### config.mk
export PLATFORM = sky130hd
export DESIGN_NAME = phase_timer_flat
export DESIGN_NICKNAME = d
export VERILOG_FILES = /design/src/rtl/phase_timer_if.sv /design/src/rtl/phase_timer.sv /design/src/flat_wrapper.sv
export SDC_FILE = /design/constraint.sdc
export NUM_CORES = 1
export LEC_CHECK = 0
export BUFFER_PORTS_ARGS = -buffer_cell sky130_fd_sc_hd__buf_2
export CORE_AREA = 2 2 74 76
export CTS_CLUSTER_SIZE = 24
export DETAILED_ROUTE_END_ITERATION = 6
export DIE_AREA = 0 0 76 78
export PLACE_DENSITY_LB_ADDON = 0.1
export SETUP_SLACK_MARGIN = 0.02
export SLEW_MARGIN = 0
export SYNTH_ARGS = -nofsm -noshare
export SYNTH_HDL_FRONTEND = slang
export SYNTH_SLANG_ARGS = --single-unit
### constraint.sdc
create_clock -name clk -period 2.43 [get_ports clk]
set_input_delay 0.3645 -clock clk [delete_from_list [all_inputs] [get_ports clk]]
set_output_delay 0.3645 -clock clk [all_outputs]
set_load 0.02 [all_outputs]
### src/rtl/phase_timer_if.sv
// Control/lamp bundle between the intersection sequencer and one phase_timer.
// master: sequencer side; slave: phase_timer side.
interface phase_timer_if;
    logic       enable;
    logic       clear;
    logic       service;
    logic       lamp_red;
    logic       lamp_yellow;
    logic       lamp_green;
    logic       done;
    logic       busy;
    logic [7:0] sec_left;

    modport master (
        output enable, clear, service,
        input  lamp_red, lamp_yellow, lamp_green, done, busy, sec_left
    );

    modport slave (
        input  enable, clear, service,
        output lamp_red, lamp_yellow, lamp_green, done, busy, sec_left
    );
endinterface

### src/rtl/phase_timer.sv
// Per-approach phase executor: times green then yellow from a seconds prescaler,
// drives the lamps and reports done back to the sequencer. Service mode flashes yellow.
// Optional macro PHASE_TIMER_BLINK_EN blinks green during the last BLINK_SEC seconds.
module phase_timer #(
    parameter int unsigned DIV_FACTOR = 10,
    parameter int unsigned GREEN_SEC  = 5,
    parameter int unsigned YELLOW_SEC = 2,
    parameter int unsigned BLINK_SEC  = 2
) (
    input  logic          clk,
    input  logic          rst_n,
    phase_timer_if.slave  ctrl_io
);

    typedef enum logic [2:0] {
        StIdle    = 3'd0,
        StGreen   = 3'd1,
        StYellow  = 3'd2,
        StDone    = 3'd3,
        StService = 3'd4
    } state_e;

    localparam logic [15:0] DivLast    = 16'(DIV_FACTOR - 1);
    localparam logic [7:0]  GreenSec   = 8'(GREEN_SEC);
    localparam logic [7:0]  GreenLast  = 8'(GREEN_SEC - 1);
    localparam logic [7:0]  YellowSec  = 8'(YELLOW_SEC);
    localparam logic [7:0]  YellowLast = 8'(YELLOW_SEC - 1);
`ifdef PHASE_TIMER_BLINK_EN
    localparam logic [15:0] DivHalf    = 16'(DIV_FACTOR / 2);
    localparam logic [7:0]  BlinkStart = 8'(GREEN_SEC - BLINK_SEC);
`endif

    state_e      state_q, state_d;
    logic [15:0] presc_q, presc_d;
    logic [7:0]  sec_q, sec_d;
    logic        flash_q, flash_d;
    logic        running;
    logic        tick;

    assign running = (state_q == StGreen) || (state_q == StYellow) || (state_q == StService);
    assign tick    = running && (presc_q == DivLast);

    // State and counter registers.
    always_ff @(posedge clk or negedge rst_n) begin
        if (!rst_n) begin
            state_q <= StIdle;
            presc_q <= '0;
            sec_q   <= '0;
            flash_q <= 1'b0;
        end else begin
            state_q <= state_d;
            presc_q <= presc_d;
            sec_q   <= sec_d;
            flash_q <= flash_d;
        end
    end

    // Next state: service > clear > enable in every state; illegal codes fall back to idle.
    always_comb begin
        state_d = state_q;
        sec_d   = sec_q;
        flash_d = flash_q;
        presc_d = running ? (tick ? 16'd0 : presc_q + 16'd1) : 16'd0;

        case (state_q)
            StIdle: begin
                if (ctrl_io.service) begin
                    state_d = StService;
                    flash_d = 1'b1;
                end else if (ctrl_io.enable) begin
                    state_d = StGreen;
                    sec_d   = '0;
                end
            end
            StGreen: begin
                if (ctrl_io.service) begin
                    state_d = StService;
                    flash_d = 1'b1;
                    sec_d   = '0;
                end else if (ctrl_io.clear) begin
                    state_d = StIdle;
                    sec_d   = '0;
                end else if (tick) begin
                    if (sec_q == GreenLast) begin
                        state_d = StYellow;
                        sec_d   = '0;
                    end else begin
                        sec_d = sec_q + 8'd1;
                    end
                end
            end
            StYellow: begin
                if (ctrl_io.service) begin
                    state_d = StService;
                    flash_d = 1'b1;
                    sec_d   = '0;
                end else if (ctrl_io.clear) begin
                    state_d = StIdle;
                    sec_d   = '0;
                end else if (tick) begin
                    if (sec_q == YellowLast) begin
                        state_d = StDone;
                        sec_d   = '0;
                    end else begin
                        sec_d = sec_q + 8'd1;
                    end
                end
            end
            StDone: begin
                if (ctrl_io.service) begin
                    state_d = StService;
                    flash_d = 1'b1;
                end else if (ctrl_io.clear) begin
                    state_d = StIdle;
                end
            end
            StService: begin
                if (!ctrl_io.service) begin
                    state_d = StIdle;
                    flash_d = 1'b0;
                end else if (tick) begin
                    flash_d = ~flash_q;
                end
            end
            default: begin
                state_d = StIdle;
                sec_d   = '0;
                flash_d = 1'b0;
            end
        endcase

        // Every interval starts from a fresh second.
        if (state_d != state_q) begin
            presc_d = '0;
        end
    end

    // Lamp/status decode from registered state only.
    always_comb begin
        ctrl_io.lamp_red    = 1'b0;
        ctrl_io.lamp_yellow = 1'b0;
        ctrl_io.lamp_green  = 1'b0;
        ctrl_io.done        = 1'b0;
        ctrl_io.busy        = 1'b0;
        ctrl_io.sec_left    = 8'd0;
        case (state_q)
            StGreen: begin
                ctrl_io.lamp_green = 1'b1;
`ifdef PHASE_TIMER_BLINK_EN
                if ((BLINK_SEC != 0) && (sec_q >= BlinkStart)) begin
                    ctrl_io.lamp_green = (presc_q < DivHalf);
                end
`endif
                ctrl_io.busy     = 1'b1;
                ctrl_io.sec_left = GreenSec - sec_q;
            end
            StYellow: begin
                ctrl_io.lamp_yellow = 1'b1;
                ctrl_io.busy        = 1'b1;
                ctrl_io.sec_left    = YellowSec - sec_q;
            end
            StDone: begin
                ctrl_io.lamp_red = 1'b1;
                ctrl_io.done     = 1'b1;
            end
            StService: begin
                ctrl_io.lamp_yellow = flash_q;
            end
            default: begin
                ctrl_io.lamp_red = 1'b1;
            end
        endcase
    end

endmodule
### src/flat_wrapper.sv
// flat-port wrapper written by rule: the top's interface ports become plain ports
module phase_timer_flat 
#(
    parameter int unsigned DIV_FACTOR = 10,
    parameter int unsigned GREEN_SEC  = 5,
    parameter int unsigned YELLOW_SEC = 2,
    parameter int unsigned BLINK_SEC  = 2
)
  (clk, rst_n, ctrl_io_enable, ctrl_io_clear, ctrl_io_service, ctrl_io_lamp_red, ctrl_io_lamp_yellow, ctrl_io_lamp_green, ctrl_io_done, ctrl_io_busy, ctrl_io_sec_left);
  phase_timer_if ctrl_io_i ();
  input  logic clk;
  input  logic rst_n;
  input wire logic [$bits(ctrl_io_i.enable)-1:0] ctrl_io_enable;
  input wire logic [$bits(ctrl_io_i.clear)-1:0] ctrl_io_clear;
  input wire logic [$bits(ctrl_io_i.service)-1:0] ctrl_io_service;
  output wire logic [$bits(ctrl_io_i.lamp_red)-1:0] ctrl_io_lamp_red;
  output wire logic [$bits(ctrl_io_i.lamp_yellow)-1:0] ctrl_io_lamp_yellow;
  output wire logic [$bits(ctrl_io_i.lamp_green)-1:0] ctrl_io_lamp_green;
  output wire logic [$bits(ctrl_io_i.done)-1:0] ctrl_io_done;
  output wire logic [$bits(ctrl_io_i.busy)-1:0] ctrl_io_busy;
  output wire logic [$bits(ctrl_io_i.sec_left)-1:0] ctrl_io_sec_left;
  assign ctrl_io_i.enable = ctrl_io_enable;
  assign ctrl_io_i.clear = ctrl_io_clear;
  assign ctrl_io_i.service = ctrl_io_service;
  assign ctrl_io_lamp_red = ctrl_io_i.lamp_red;
  assign ctrl_io_lamp_yellow = ctrl_io_i.lamp_yellow;
  assign ctrl_io_lamp_green = ctrl_io_i.lamp_green;
  assign ctrl_io_done = ctrl_io_i.done;
  assign ctrl_io_busy = ctrl_io_i.busy;
  assign ctrl_io_sec_left = ctrl_io_i.sec_left;
  phase_timer #(.DIV_FACTOR(DIV_FACTOR), .GREEN_SEC(GREEN_SEC), .YELLOW_SEC(YELLOW_SEC), .BLINK_SEC(BLINK_SEC)) u_core (.clk(clk), .rst_n(rst_n), .ctrl_io(ctrl_io_i));
endmodule
## Word level (Yosys, flattened, before mapping)

Index checks and enable logic that the tools add are counted.

| storage, ports and cells | value |
|---|---|
| output and inout port bits | 13 |
| flip-flop bits (word level) | 28 |
| word-level logic and storage cells | 72 |

| operators by class | value |
|---|---|
| equality and inequality tests | 14 |
| multiplexer cells | 38 |
| add/sub/neg operators | 4 |
| reduce and logical (&&, ||, !) cells | 10 |
| bitwise logic cells | 2 |

Operator list:

| kind | count |
|---|---|
| $mux W8 | 10 |
| $mux W16 | 3 |
| $mux W3 | 13 |
| $pmux W8 S4 | 1 |
| $add A16 B1 Y16 const B | 1 |
| $eq A16 B4 Y1 const B | 1 |
| $pmux W8 S2 | 1 |
| $pmux W3 S5 | 1 |
| $add A8 B1 Y8 const B | 1 |
| $eq A8 B1 Y1 const B | 1 |
| $eq A8 B3 Y1 const B | 1 |
| $ne A4 B3 Y1 const B | 2 |
| $sub A2 B8 Y8 const A | 1 |
| $sub A3 B8 Y8 const A | 1 |
| $mux W1 | 7 |
| $eq A3 B2 Y1 const B | 2 |
| $reduce_and A5 Y1 | 1 |
| $ne A2 B2 Y1 const B | 2 |
| $pmux W1 S2 | 2 |
| $reduce_or A2 Y1 | 2 |
| $reduce_or A4 Y1 | 1 |
| $eq A3 B1 Y1 const B | 1 |
| $eq A3 B3 Y1 const B | 1 |
| $logic_not A3 Y1 | 1 |
| other kinds (8) | 10 |

## Longest topological paths before layout

| logic depth | value |
|---|---|
| depth after elaboration | 10 |
| mapped depth | 9 |
| mapped depth without buffers | 7 |

## Worst setup path after synthesis

Ideal clock, no wire load.

| timing | value |
|---|---|
| kind | reg-to-reg |
| start point | register u_core.state_q[2] |
| end point | register u_core.sec_q[3] |
| clock period less this slack | 2.015 ns |
| buffers on the path | 3 |
| path slack | 0.415 ns |
| data arrival time | 1.924 ns |
| required time | 2.338 ns |
| stages on the path, launching flop included | 10 |
| setup time | 0.092 ns |
| path through | dfrtp_1 > buf_2 > nand2b_1 > buf_2 > inv_2 > o31ai_1 > a211o_2 > or2_1 > buf_6 > o31ai_2 |

| between the ends | value |
|---|---|
| longest elaborated chain between the ends | 6 |
| elaborated cells between the ends (all ways) | 16 |
| those cells by class | 8 x eq/ne; 1 x mux; 1 x bitwise; 6 x reduce/logical |

RTL lines:

| what | line | RTL |
|---|---|---|
| start, declared | phase_timer.sv:33 | `state_e state_q, state_d;` |
| start signal, assigned | phase_timer.sv:46 | `state_q <= StIdle;` |
| start signal, assigned | phase_timer.sv:51 | `state_q <= state_d;` |
| $eq A3 B1 Y1 / $eq A3 B2 Y1 (equally long branches) | phase_timer.sv:40, phase_timer.sv:65 |  |
| $logic_or A1 B1 Y1 (2 in a row) | phase_timer.sv:40 | `assign running = (state_q == StGreen) \|\| (state_q == StYellow) \|\| (state_q == StService);` |
| $logic_and A1 B1 Y1 | phase_timer.sv:41 | `assign tick = running && (presc_q == DivLast);` |
| $ne A4 B3 Y1 (no source line) | - |  |
| $reduce_and A5 Y1 (no source line) | - |  |
| end signal, assigned | phase_timer.sv:48 | `sec_q <= '0;` |
| end signal, assigned | phase_timer.sv:53 | `sec_q <= sec_d;` |
| end, declared | phase_timer.sv:35 | `logic [7:0] sec_q, sec_d;` |

Several ways; a longest one is shown, not always the timed one.
A chain may end at the register's enable or synchronous reset.

## Worst setup path after layout

| timing | value |
|---|---|
| start point | register u_core.state_q[2] |
| end point | output port ctrl_io_sec_left[5] |

| between the ends | value |
|---|---|
| longest elaborated chain between the ends | 2 |
| elaborated cells between the ends (all ways) | 3 |
| those cells by class | 2 x eq/ne; 1 x mux |

RTL lines:

| what | line | RTL |
|---|---|---|
| $eq A3 B2 Y1 / $eq A3 B1 Y1 (equally long branches) | phase_timer.sv:146 | `case (state_q)` |
| $pmux W8 S2 * | phase_timer.sv:146 |  |
| end, declared | flat_wrapper.sv:21 | `output wire logic [$bits(ctrl_io_i.sec_left)-1:0] ctrl_io_sec_left;` |

Every way passes the cells marked *; elsewhere a longest branch is shown, timed or not.

==> out/results.tsv <==
metric	value	unit
rows	26	
slowest_stage	dfrtp_1	
slowest_delay	0.50	ns
cts.sinks	28	
synth_warnings	0	
period_share	93.9	%
ant_nets	0	
yosysUniqueCellTypes	48	
period_minus_slack	2.28	ns
finalClockSkew	0.00219	ns
dp.final_hpwl	3110	um
synth_area	1970	um^2
max_freq	438	MHz
dieArea	5930	um^2
rsz0062_at_grt	true	
synth_area_leaders	dfrtp_1 (36%), ha_1 (5.7%), nor2_1 (5.5%)	
cp_common_cell	nand2b_1	
grt_pass1_wl	7510	um
core-area	5040	um^2
ys_seq_area_share	35.6	%
numPortBuffers	17	
die_x	76	um
post-cts-setup-buffer-count	0	
final_layout_size_suffix_gt1_share	20.2	%
hold_buffers	0	
n_antenna_cell	0	
status	finished, final reports clean	
synth_flop_cell	dfrtp_1	
crit_path_start_kind	register	
grt_usage	15.3	%
dpl.cell_count	308	
netlist.area_leader.share	35.6	%
start_util	39.0	%
yosys_register_bits	28	
timing.hold.ws	0.0834	ns
cts.path.max_buffers	2	
wire_per_inst	13.5	um
worst-path-buf-inv	1	
final_cell_area	2190	um^2
peakVddDrop	0.000195	V
grt_max_degree	29	
drc	0	
clk_latency	0.28	ns
layout.nets	257	
required	2.07	ns
cts_root_buf	clkbuf_8	
cp_top_family	simple AND/OR/NAND/NOR gates	
wirelength	4210	um
dpl_cell_area	2110	um^2
min_path_type	in -> async	
crit_arrival	1.92	ns
antenna_found_initial	0	
syn_nets	241	
drt_iter0_markers	106	
viasPerCell	5.22	
vias	1630	
first_pass_iters	4	
gr-total-overflow	0	
postSynthCellCount	227	
routabilityCongestion	0.816	
leakage	0.000897	uW
finalMaxSlewViolations	0	
finalHoldViolCount	0	
crit_path_end_kind	primary output	
htree_levels	1	
chipHeight	78	um
tightest_slew	0.624	ns
tns	0	ns
synth-edff-count	0	
grt_pass1_vias	1575	
synthArstFlopShare	100	%
power_density	394	nW/um^2
path_cells	nand2b_1 > nand2b_1 > o22ai_2 > nand2_1 > a22oi_1 > buf_2	
area_growth	11.2	%
cts_made_buffers	3	
synth_top_area_cell	dfrtp_1	
ff_latch_area	701	um^2
path_max_fanout	10	
final.fill_count	508	
cts_tree	built	
avgSynthCellArea	8.66	um^2
slew_headroom	58.4	%
crit_type	reg -> out	
setup_violations	0	
path_clk_slew	0.10	ns
finalNonFillerCells	312	
pin_count	18	
multiInputGateArea	1150	um^2
maxCapViolCount	0	
[repair_timing]
action / in CTS / in global routing
setup endpoints to repair: 0 / 5
gates resized for setup: 0 / 4
endpoints found under the hold margin: 0 / 0
[cell usage after synthesis, types with 2 or more instances]
master and count:
nor4_1 3, o22ai_1 6, xor2_1 9, and2_1 2
buf_2 3, or2_2 3, nand3_1 10, a21oi_1 10
a22oi_1 2, xnor2_1 8, clkbuf_1 6, ha_1 9
nor3_1 4, a31o_2 2, nor2_1 29, nor2b_1 2
buf_6 4, o31ai_2 5, nand4_1 5, o31ai_1 4
inv_1 9, nand2b_1 4, dfrtp_1 28, and4_1 3
nand2_1 24, o21ai_0 7, a2bb2oi_1 5
[where the power goes]
part	internal (uW)	total, uW	switching, uW
registers	472	481	8.87
clock network	145	296	150
logic	30.6	84.8	54.2
total	648	862	214
[per-stage QoR]
stage	total power [uW]	util (%)	setup slack, ns
final	862	43.4	0.149
after global placement	577	41.9	0.321
after CTS	874	43.0	0.0657
after global routing	897	43.4	0.0139
after floorplan	545	-	0.415
after detailed placement	576	41.9	0.279
[sequential cells by signal, summed over array words and instances, names as in the netlist]
signal and cells:
u_core.state_q 3, u_core.presc_q 16, u_core.sec_q 8, u_core.flash_q 1
[worst reg2reg max path, delay by kind of cell, from the launching register on]
family	cells	cell delay [ns]
buffers and inverters	1	0.12
flip-flops	1	0.52
adder cells (fa/ha/maj)	1	0.21
AO/OA/AOI/OAI	3	0.76
AND/OR/NAND/NOR	2	0.46
[cell families after synthesis]
group	Yosys count	share of synthesized area (%)
XOR/XNOR	17	7.57
buffers and inverters	25	6.68
AO/OA/AOI/OAI	49	18.3
adder cells (fa/ha/maj)	9	5.73
flip-flops	28	35.6
AND/OR/NAND/NOR	99	26.1
[cell usage in the layout (no fill, tap or decap), types with 2 or more instances in the layout]
cell	Yosys	routed
a22oi_1	2	2
xnor2_1	8	8
nand2b_1	4	4
nand3_1	10	10
a2bb2oi_1	5	5
a31o_2	2	2
nor2_1	29	29
nor2b_1	2	2
nor4_1	3	3
and2_1	2	2
nand4_1	5	5
or2_2	3	3
inv_1	9	9
xor2_1	9	9
o31ai_1	4	4
buf_4	1	9
o31ai_2	5	5
nor3_1	4	3
a21oi_1	10	9
dfrtp_1	28	28
ha_1	9	9
nand2_1	24	24
and4_1	3	3
buf_2	3	17
clkbuf_8	0	4
o22ai_1	6	5
o21ai_0	7	7
[final cells by class]
type                    count  area share, %
clock buffers               4           2.52
multi-input cells         174           52.7
flip-flops and latches     28           32.0
inverters                  10           1.72
well taps                  70           4.00
repair buffers             26           6.98
[worst paths after layout]
kind / depth (start not counted) / slack (ns) / to / startpoint
worst max-delay path: 6 / 0.15 / ctrl_io_sec_left[5] / u_core.state_q[2]
worst min-delay path: 1 / 0.08 / u_core.presc_q[0] / rst_n
worst max register to register: 7 / 0.27 / u_core.sec_q[5] / u_core.sec_q[0]
worst min register to register: 1 / 0.50 / u_core.presc_q[0] / u_core.presc_q[0]
max in group asynchronous: 1 / 1.93 / u_core.presc_q[5] / rst_n
min in group clk: 3 / 0.39 / u_core.state_q[0] / ctrl_io_enable
[per-layer routing]
metal  up-vias  GRT usage, %  wire length (um)
met2        26          25.4              1960
met1       770          20.5              2080
li1        829             -                 -
met4         0          6.18                64
met5         -             0                 0
met3         5          1.63               112
Note: power is estimated with default switching activity, not from simulation.
